File: config.mk
export PLATFORM = sky130hd
export DESIGN_NAME = rtc_timekeeper
export DESIGN_NICKNAME = d
export VERILOG_FILES = /design/src/rtl/rtc_timekeeper.sv
export SDC_FILE = /design/constraint.sdc
export NUM_CORES = 1
export LEC_CHECK = 0
export BUFFER_PORTS_ARGS = -buffer_cell sky130_fd_sc_hd__clkbuf_2
export CORE_AREA = 2 2 78 88
export CTS_BUF_LIST = sky130_fd_sc_hd__clkbuf_16
export CTS_CLUSTER_SIZE = 30
export DETAILED_ROUTE_END_ITERATION = 7
export DIE_AREA = 0 0 80 90
export PLACE_DENSITY = 0.55
export RECOVER_POWER = 50
export SLEW_MARGIN = 20
export SYNTH_ARGS = -nofsm -noshare
export SYNTH_HDL_FRONTEND = slang
export SYNTH_SLANG_ARGS = --single-unit
File: constraint.sdc
create_clock -name clk -period 1.65 [get_ports clk]
set_input_delay 0.165 -clock clk [delete_from_list [all_inputs] [get_ports clk]]
set_output_delay 0.165 -clock clk [all_outputs]
set_load 0.005 [all_outputs]
File: src/rtl/rtc_timekeeper.sv
`default_nettype none
// ============================================================================
// Module      : rtc_timekeeper
// Description : 24-hour packed-BCD real-time clock. It counts one second per
//               tick strobe and accepts validated time loads. It produces
//               registered one-cycle rollover strobes and set accept/reject
//               strobes.
// Revision    : 1.0 - initial release
// ============================================================================
module rtc_timekeeper #(
    parameter logic [7:0] INIT_HOURS   = 8'h00,
    parameter logic [7:0] INIT_MINUTES = 8'h00,
    parameter logic [7:0] INIT_SECONDS = 8'h00
) (
    input  logic       clk,
    input  logic       rst,
    input  logic       tick,
    input  logic       set_valid,
    input  logic [7:0] set_hours,
    input  logic [7:0] set_minutes,
    input  logic [7:0] set_seconds,
    output logic [7:0] hours,
    output logic [7:0] minutes,
    output logic [7:0] seconds,
    output logic       set_ack,
    output logic       set_err,
    output logic       sec_pulse,
    output logic       min_pulse,
    output logic       hour_pulse,
    output logic       day_pulse
);

    // ------------------------------------------------------------------------
    // BCD helpers
    // ------------------------------------------------------------------------

    // Minutes/seconds field: tens 0-5, ones 0-9.
    function automatic logic is_legal_ms(input logic [7:0] v);
        return (v[7:4] <= 4'd5) && (v[3:0] <= 4'd9);
    endfunction

    // Hours field: 00-19 or 20-23.
    function automatic logic is_legal_hr(input logic [7:0] v);
        return ((v[7:4] <= 4'd1) && (v[3:0] <= 4'd9)) ||
               ((v[7:4] == 4'd2) && (v[3:0] <= 4'd3));
    endfunction

    // Packed-BCD increment that wraps to 00 after reaching max_val.
    function automatic logic [7:0] bcd_inc(input logic [7:0] v,
                                           input logic [7:0] max_val);
        logic [7:0] r;
        if (v == max_val) begin
            r = 8'h00;
        end else if (v[3:0] == 4'd9) begin
            r = {v[7:4] + 4'd1, 4'd0};
        end else begin
            r = {v[7:4], v[3:0] + 4'd1};
        end
        return r;
    endfunction

    // Reset values. An out-of-range INIT field falls back to zero so the
    // counters always start from a legal time.
    localparam logic [7:0] c_init_hours   = is_legal_hr(INIT_HOURS)   ? INIT_HOURS   : 8'h00;
    localparam logic [7:0] c_init_minutes = is_legal_ms(INIT_MINUTES) ? INIT_MINUTES : 8'h00;
    localparam logic [7:0] c_init_seconds = is_legal_ms(INIT_SECONDS) ? INIT_SECONDS : 8'h00;

    localparam logic [7:0] c_max_hours = 8'h23;
    localparam logic [7:0] c_max_ms    = 8'h59;

    // ------------------------------------------------------------------------
    // State
    // ------------------------------------------------------------------------
    logic [7:0] hours_q,   hours_d;
    logic [7:0] minutes_q, minutes_d;
    logic [7:0] seconds_q, seconds_d;
    logic       set_ack_q, set_ack_d;
    logic       set_err_q, set_err_d;
    logic       sec_pulse_q,  sec_pulse_d;
    logic       min_pulse_q,  min_pulse_d;
    logic       hour_pulse_q, hour_pulse_d;
    logic       day_pulse_q,  day_pulse_d;

    // ------------------------------------------------------------------------
    // Request decode
    // ------------------------------------------------------------------------
    logic w_set_legal;
    logic w_set_accept;
    logic w_set_reject;
    logic w_count;
    logic w_sec_wrap;
    logic w_min_wrap;
    logic w_hour_wrap;

    // Classify the load request. An accepted load takes priority and swallows
    // any tick in the same cycle. A rejected load leaves the tick untouched.
    always_comb begin
        w_set_legal  = is_legal_hr(set_hours)   &&
                       is_legal_ms(set_minutes) &&
                       is_legal_ms(set_seconds);
        w_set_accept = set_valid &&  w_set_legal;
        w_set_reject = set_valid && !w_set_legal;
        w_count      = tick && !w_set_accept;
        w_sec_wrap   = (seconds_q == c_max_ms);
        w_min_wrap   = (minutes_q == c_max_ms);
        w_hour_wrap  = (hours_q   == c_max_hours);
    end

    // ------------------------------------------------------------------------
    // Next-state time and strobe computation
    // ------------------------------------------------------------------------

    // Advance the time on a counted tick, cascading carries within the same
    // edge. Otherwise, load the time or hold it.
    always_comb begin
        hours_d   = hours_q;
        minutes_d = minutes_q;
        seconds_d = seconds_q;
        if (w_set_accept) begin
            hours_d   = set_hours;
            minutes_d = set_minutes;
            seconds_d = set_seconds;
        end else if (w_count) begin
            seconds_d = bcd_inc(seconds_q, c_max_ms);
            if (w_sec_wrap) begin
                minutes_d = bcd_inc(minutes_q, c_max_ms);
                if (w_min_wrap) begin
                    hours_d = bcd_inc(hours_q, c_max_hours);
                end
            end
        end
    end

    // Rollover strobes follow the carry chain only. A load never raises them.
    always_comb begin
        sec_pulse_d  = w_count;
        min_pulse_d  = w_count && w_sec_wrap;
        hour_pulse_d = w_count && w_sec_wrap && w_min_wrap;
        day_pulse_d  = w_count && w_sec_wrap && w_min_wrap && w_hour_wrap;
        set_ack_d    = w_set_accept;
        set_err_d    = w_set_reject;
    end

    // ------------------------------------------------------------------------
    // Registers
    // ------------------------------------------------------------------------

    // Synchronous reset overrides any tick or load on the same edge and
    // clears every strobe.
    always_ff @(posedge clk) begin
        if (rst) begin
            hours_q      <= c_init_hours;
            minutes_q    <= c_init_minutes;
            seconds_q    <= c_init_seconds;
            set_ack_q    <= 1'b0;
            set_err_q    <= 1'b0;
            sec_pulse_q  <= 1'b0;
            min_pulse_q  <= 1'b0;
            hour_pulse_q <= 1'b0;
            day_pulse_q  <= 1'b0;
        end else begin
            hours_q      <= hours_d;
            minutes_q    <= minutes_d;
            seconds_q    <= seconds_d;
            set_ack_q    <= set_ack_d;
            set_err_q    <= set_err_d;
            sec_pulse_q  <= sec_pulse_d;
            min_pulse_q  <= min_pulse_d;
            hour_pulse_q <= hour_pulse_d;
            day_pulse_q  <= day_pulse_d;
        end
    end

    // All outputs come straight from flops.
    assign hours      = hours_q;
    assign minutes    = minutes_q;
    assign seconds    = seconds_q;
    assign set_ack    = set_ack_q;
    assign set_err    = set_err_q;
    assign sec_pulse  = sec_pulse_q;
    assign min_pulse  = min_pulse_q;
    assign hour_pulse = hour_pulse_q;
    assign day_pulse  = day_pulse_q;

endmodule
`default_nettype wire

# Word level (Yosys, flattened, before mapping)
# Index checks and enable logic that the tools add are counted.
dict set report word_totals {
  in_bits 28
  regBits 30
  wordCells 73
  output_inout_bits 30
}
dict set report op_classes {
  magnitude_cmp 7
  mux 15
  n_addsub 6
  reduce_logical 26
  n_eq_ne 7
}
# cell n
set op_table {}
lappend op_table {{8-bit 2-to-1 mux} 15}
lappend op_table {{4-bit by 1-bit adder with 4-bit output, second input constant} 6}
lappend op_table {{8-bit by 7-bit equality test with 1-bit output, second input constant} 2}
lappend op_table {{4-bit equality test, second input constant} 3}
lappend op_table {{4-bit <= comparator, second input constant} 3}
lappend op_table {{1-bit logical AND} 12}
lappend op_table {{3-bit nonzero test} 3}
lappend op_table {{8-bit by 6-bit equality test with 1-bit output, second input constant} 1}
lappend op_table {{4-bit by 3-bit <= comparator with 1-bit output, second input constant} 2}
lappend op_table {{3-bit AND reduction} 2}
lappend op_table {{2-bit nonzero test} 3}
lappend op_table {{4-bit by 2-bit equality test with 1-bit output, second input constant} 1}
lappend op_table {{4-bit by 1-bit <= comparator with 1-bit output, second input constant} 1}
lappend op_table {{4-bit by 2-bit <= comparator with 1-bit output, second input constant} 1}
lappend op_table {{2-bit AND reduction} 2}
lappend op_table {{4-bit AND reduction} 1}
lappend op_table {{1-bit logical NOT} 2}
lappend op_table {{1-bit logical OR} 1}

# Depth between registers and ports, before layout
dict set report logic_depth {
  word_depth 11
  ltp_mapped 8
  mapped_depth_nobuf 6
}

# Least setup slack after synthesis
# Ideal clock, no wire load.
dict set report synth_timing {
  kind {register -> register}
  start {register seconds_q[0], in the netlist seconds[0]}
  end {register hours_q[5], in the netlist hours[5]}
  t_required_ns 1.576
  t_arrival_ns 1.614
  setup_ns 0.074
  path_slack_ns -0.038
  n_path_buf 1
  path_stages_with_launch 7
  synth_period_minus_slack_ns 1.688
  path_cell_list {dfxtp_1 > ha_1 > and4b_1 > buf_6 > nand4_4 > or3_1 > a31oi_1}
}
dict set report synth_via {
  elab_chain_cells 3
}
# item line_no
set synth_lines {}
lappend synth_lines {{from (decl)} 76} ;# logic [7:0] seconds_q, seconds_d;
lappend synth_lines {{from (signal assigned)} 154} ;# seconds_q <= c_init_seconds;
lappend synth_lines {{from (signal assigned)} 164} ;# seconds_q <= seconds_d;
lappend synth_lines {{8-bit by 7-bit equality test with 1-bit output} 104} ;# w_sec_wrap = (seconds_q == c_max_ms);
lappend synth_lines {{2-bit nonzero test (no source line)} n/a}
lappend synth_lines {{4-bit AND reduction (no source line)} n/a}
lappend synth_lines {{to (signal assigned)} 152} ;# hours_q <= c_init_hours;
lappend synth_lines {{to (signal assigned)} 162} ;# hours_q <= hours_d;
lappend synth_lines {{to (decl)} 74} ;# logic [7:0] hours_q, hours_d;
# No other way between the ends.
# A chain may end at the register's enable or synchronous reset.

# Worst setup path after layout
dict set report layout_timing {
  start {register seconds_q[1], in the netlist seconds[1]}
  end {register hours_q[6], in the netlist hours[6]}
}
# The elaborated chain is that of the path after synthesis.

==> impl_metrics.json <==
{
  "outcome": "finished, final reports clean",
  "mostFrequentLayoutCell": "clkbuf_2",
  "worstPathCellList": "inv_2 > ha_4 > and4b_2 > nand4_4 > or3_1 > a21oi_1",
  "clk_latency_ns": 0.27,
  "ioPinCount": 58,
  "setup_viol": 0,
  "hp-class": "in2reg",
  "vias_per_cell": 5.217,
  "grt_max_degree": 19,
  "slowest_delay_ns": 0.38,
  "synth_edf_count": 0,
  "layout-drive-gt1-share": 0.3541,
  "start_kind": "register",
  "design_area_um2": 2571,
  "cellPowerDensity_nw_per_um2": 687.7,
  "avgSynthCellArea_um2": 8.416,
  "rr_endpoint": "hours[6]$_SDFFE_PP0P_",
  "r2r_start": "seconds[1]$_SDFFE_PP0P_",
  "drc": 0,
  "ys_seq_area_frac": 0.3259,
  "yosysWarnings": 0,
  "wirelength_um": 5525,
  "fin_util": 0.4042,
  "start_util": 0.2897,
  "cp_max_fo": 6,
  "ir_worst_vdd_mv": 0.4867,
  "cts_made_buffers": 5,
  "ys_async_sr_fraction": 0,
  "wire_per_inst_um": 14.28,
  "critPathKind": "reg2reg",
  "post-place-ws_ns": -0.06075,
  "arrival_ns": 1.78,
  "design_power_total_mw": 1.768,
  "port_buffers": 57,
  "max_slew.worst_pin.slew_ns": 0.3905,
  "final_cell_mix": "clkbuf_2, dfxtp_1, buf_4",
  "cts_buffer_depth": 2,
  "ctsHoldBuffers": 0,
  "dr.pass1.iters": 4,
  "ys_types": 41,
  "cp_slowest_cell": "or3_1",
  "cts_tree": "built",
  "grt_pass1_vias": 1829,
  "slew_violations": 0,
  "area_growth_pct": 39.51,
  "fin_worst_skew_ns": 0.004276,
  "cp-end-kind": "register",
  "setup_ws_ns": 0.07300,
  "core_um2": 6361,
  "die_y_um": 90,
  "netlist_area_um2": 1843,
  "cts_root_buffer": "clkbuf_16",
  "num_rows": 31,
  "placed_cell_area_um2": 2422,
  "track_usage": 0.1547,
  "post-route-period-util": 0.9558,
  "ant_nets": 0,
  "rsz0062_at_grt": "yes",
  "drt_iter0_drc": 66,
  "crit_start": "seconds[1]$_SDFFE_PP0P_",
  "antenna_found_initial": 0,
  "slew_headroom": 0.7397,
  "dr_total_vias": 2019,
  "syn-instance-count": 219,
  "regToRegSetupSlack_ns": 0.07,
  "critPathCapture": "hours[6]$_SDFFE_PP0P_",
  "grt_pass1_wl_um": 8742,
  "fill_cells": 710,
  "required_ns": 1.85,
  "die_w_um": 80,
  "max_freq_ghz": 0.6341,
  "path_clk_slew_ns": 0.05,
  "synth_flop_cell": "dfxtp_1",
  "ctsHtreeMaxLevel": 2,
  "r2r_cells": 6,
  "hpwl_um": 4326,
  "clock-sinks": 30,
  "antenna_cells": 0,
  "synth-seq-cells": 30,
  "overflow": 0,
  "synth_nets": 259,
  "gp_congestion": 0.8189,
  "final-hold-violation-count": 0,
  "layout.nets": 345,
  "min_period_ns": 1.577,
  "die_area_um2": 7200,
  "post_cts_buffers": 0,
  "drv_cap": 0,
  "leakage_nw": 1.043
}
-- final cells by class --
type / instances / area [µm²] / area share
clock buffer: 5 / 125.1 / 0.04866
clock inverter: 2 / 10.01 / 0.003893
inverter: 10 / 37.54 / 0.01460
multi-input combinational: 167 / 1184 / 0.4603
sequential: 30 / 604.3 / 0.2350
tap: 82 / 102.6 / 0.03990
timing repair buffer: 91 / 508.0 / 0.1976
-- worst min path at each step --
stage,startpoint,to,slack (ns),depth (start not counted)
finish,set_minutes[5],minutes[5]$_SDFFE_PP0P_,0.19,3
global placement,set_minutes[2],minutes[2]$_SDFFE_PP0P_,0.48,3
CTS,set_minutes[5],minutes[5]$_SDFFE_PP0P_,0.19,3
global route,set_valid,set_ack$_SDFF_PP0_,0.23,3
detailed placement,set_minutes[5],minutes[5]$_SDFFE_PP0P_,0.47,3
floorplan,set_valid,set_ack$_SDFF_PP0_,0.30,2
-- state kept, by name, summed over array words and instances (netlist names) --
| name | cells |
|---|---|
| minutes | 8 |
| sec_pulse | 1 |
| min_pulse | 1 |
| hour_pulse | 1 |
| set_err | 1 |
| set_ack | 1 |
| day_pulse | 1 |
| hours | 8 |
| seconds | 8 |
-- worst max-delay path: cells and delay by family, from the launching register on --
family                     cells  cell delay (ns)
AOI/OAI and AO/OA              1             0.16
DFF                            1             0.32
adders and majority gates      1             0.15
and+or+nand+nor                3             0.82
buffers and inverters          1             0.06
-- cells in the mapped netlist (all sizes together) (2+ instances only) --
| library cell | number | area (µm²) |
|---|---|---|
| mux2i | 6 | 60.06 |
| nand3 | 12 | 72.57 |
| o31ai | 12 | 90.09 |
| nand3b | 6 | 45.04 |
| nor2 | 14 | 52.55 |
| and2 | 2 | 12.51 |
| a31oi | 8 | 50.05 |
| a211oi | 9 | 72.57 |
| ha | 12 | 150.1 |
| a21oi | 14 | 70.07 |
| nor3 | 16 | 80.08 |
| dfxtp | 30 | 600.6 |
| buf | 5 | 37.53 |
| nor4 | 5 | 31.28 |
| clkbuf | 7 | 30.03 |
| nand4 | 5 | 46.29 |
| and4 | 2 | 17.52 |
| nand2 | 9 | 33.78 |
| o21ai | 14 | 70.06 |
| and3b | 5 | 43.79 |
| or3 | 2 | 12.51 |
| inv | 10 | 37.54 |
| nor2b | 2 | 12.51 |
-- logic make-up (layout without fill, tap and decap cells) --
group / Yosys count / after routing / synth area share
AOI/OAI and AO/OA: 63 / 63 / 0.2206
adders and majority gates: 12 / 12 / 0.08146
buffers and inverters: 22 / 108 / 0.05703
DFF: 30 / 30 / 0.3259
muxes: 6 / 6 / 0.03259
and+or+nand+nor: 86 / 86 / 0.2824
-- layer usage --
metal,vias to the layer above,part of all wire,global-route usage
met2,60,0.47,0.2424
met1,942,0.44,0.2038
met3,11,0.060,0.03514
li1,1006,-,-
met5,-,0,0
met4,0,0.022,0.06073
-- what timing repair did --
action | in CTS | in global routing
pin swaps | 0 | 5
endpoints found under the setup margin | 9 | 12
resized for setup | 2 | 14
-- metrics by stage --
stage / TNS (ns) / hold slack (ns) / std cells
detailed placement: -0.2135 / 0.4713 / 380
global placement: -0.01112 / 0.4767 / 380
finish: 0 / 0.1894 / 387
CTS: 0 / 0.1879 / 387
floorplan: 0 / 0.2983 / 219
global route: -0.009574 / 0.2253 / 387
-- power breakdown --
group | internal, mW | switching (mW) | leakage, nW | total (mW)
clock network | 0.543 | 0.310 | 0.0694 | 0.853
registers | 0.737 | 0.00927 | 0.244 | 0.746
logic | 0.0780 | 0.0916 | 0.730 | 0.170
Note: power is estimated with default switching activity, not from simulation.
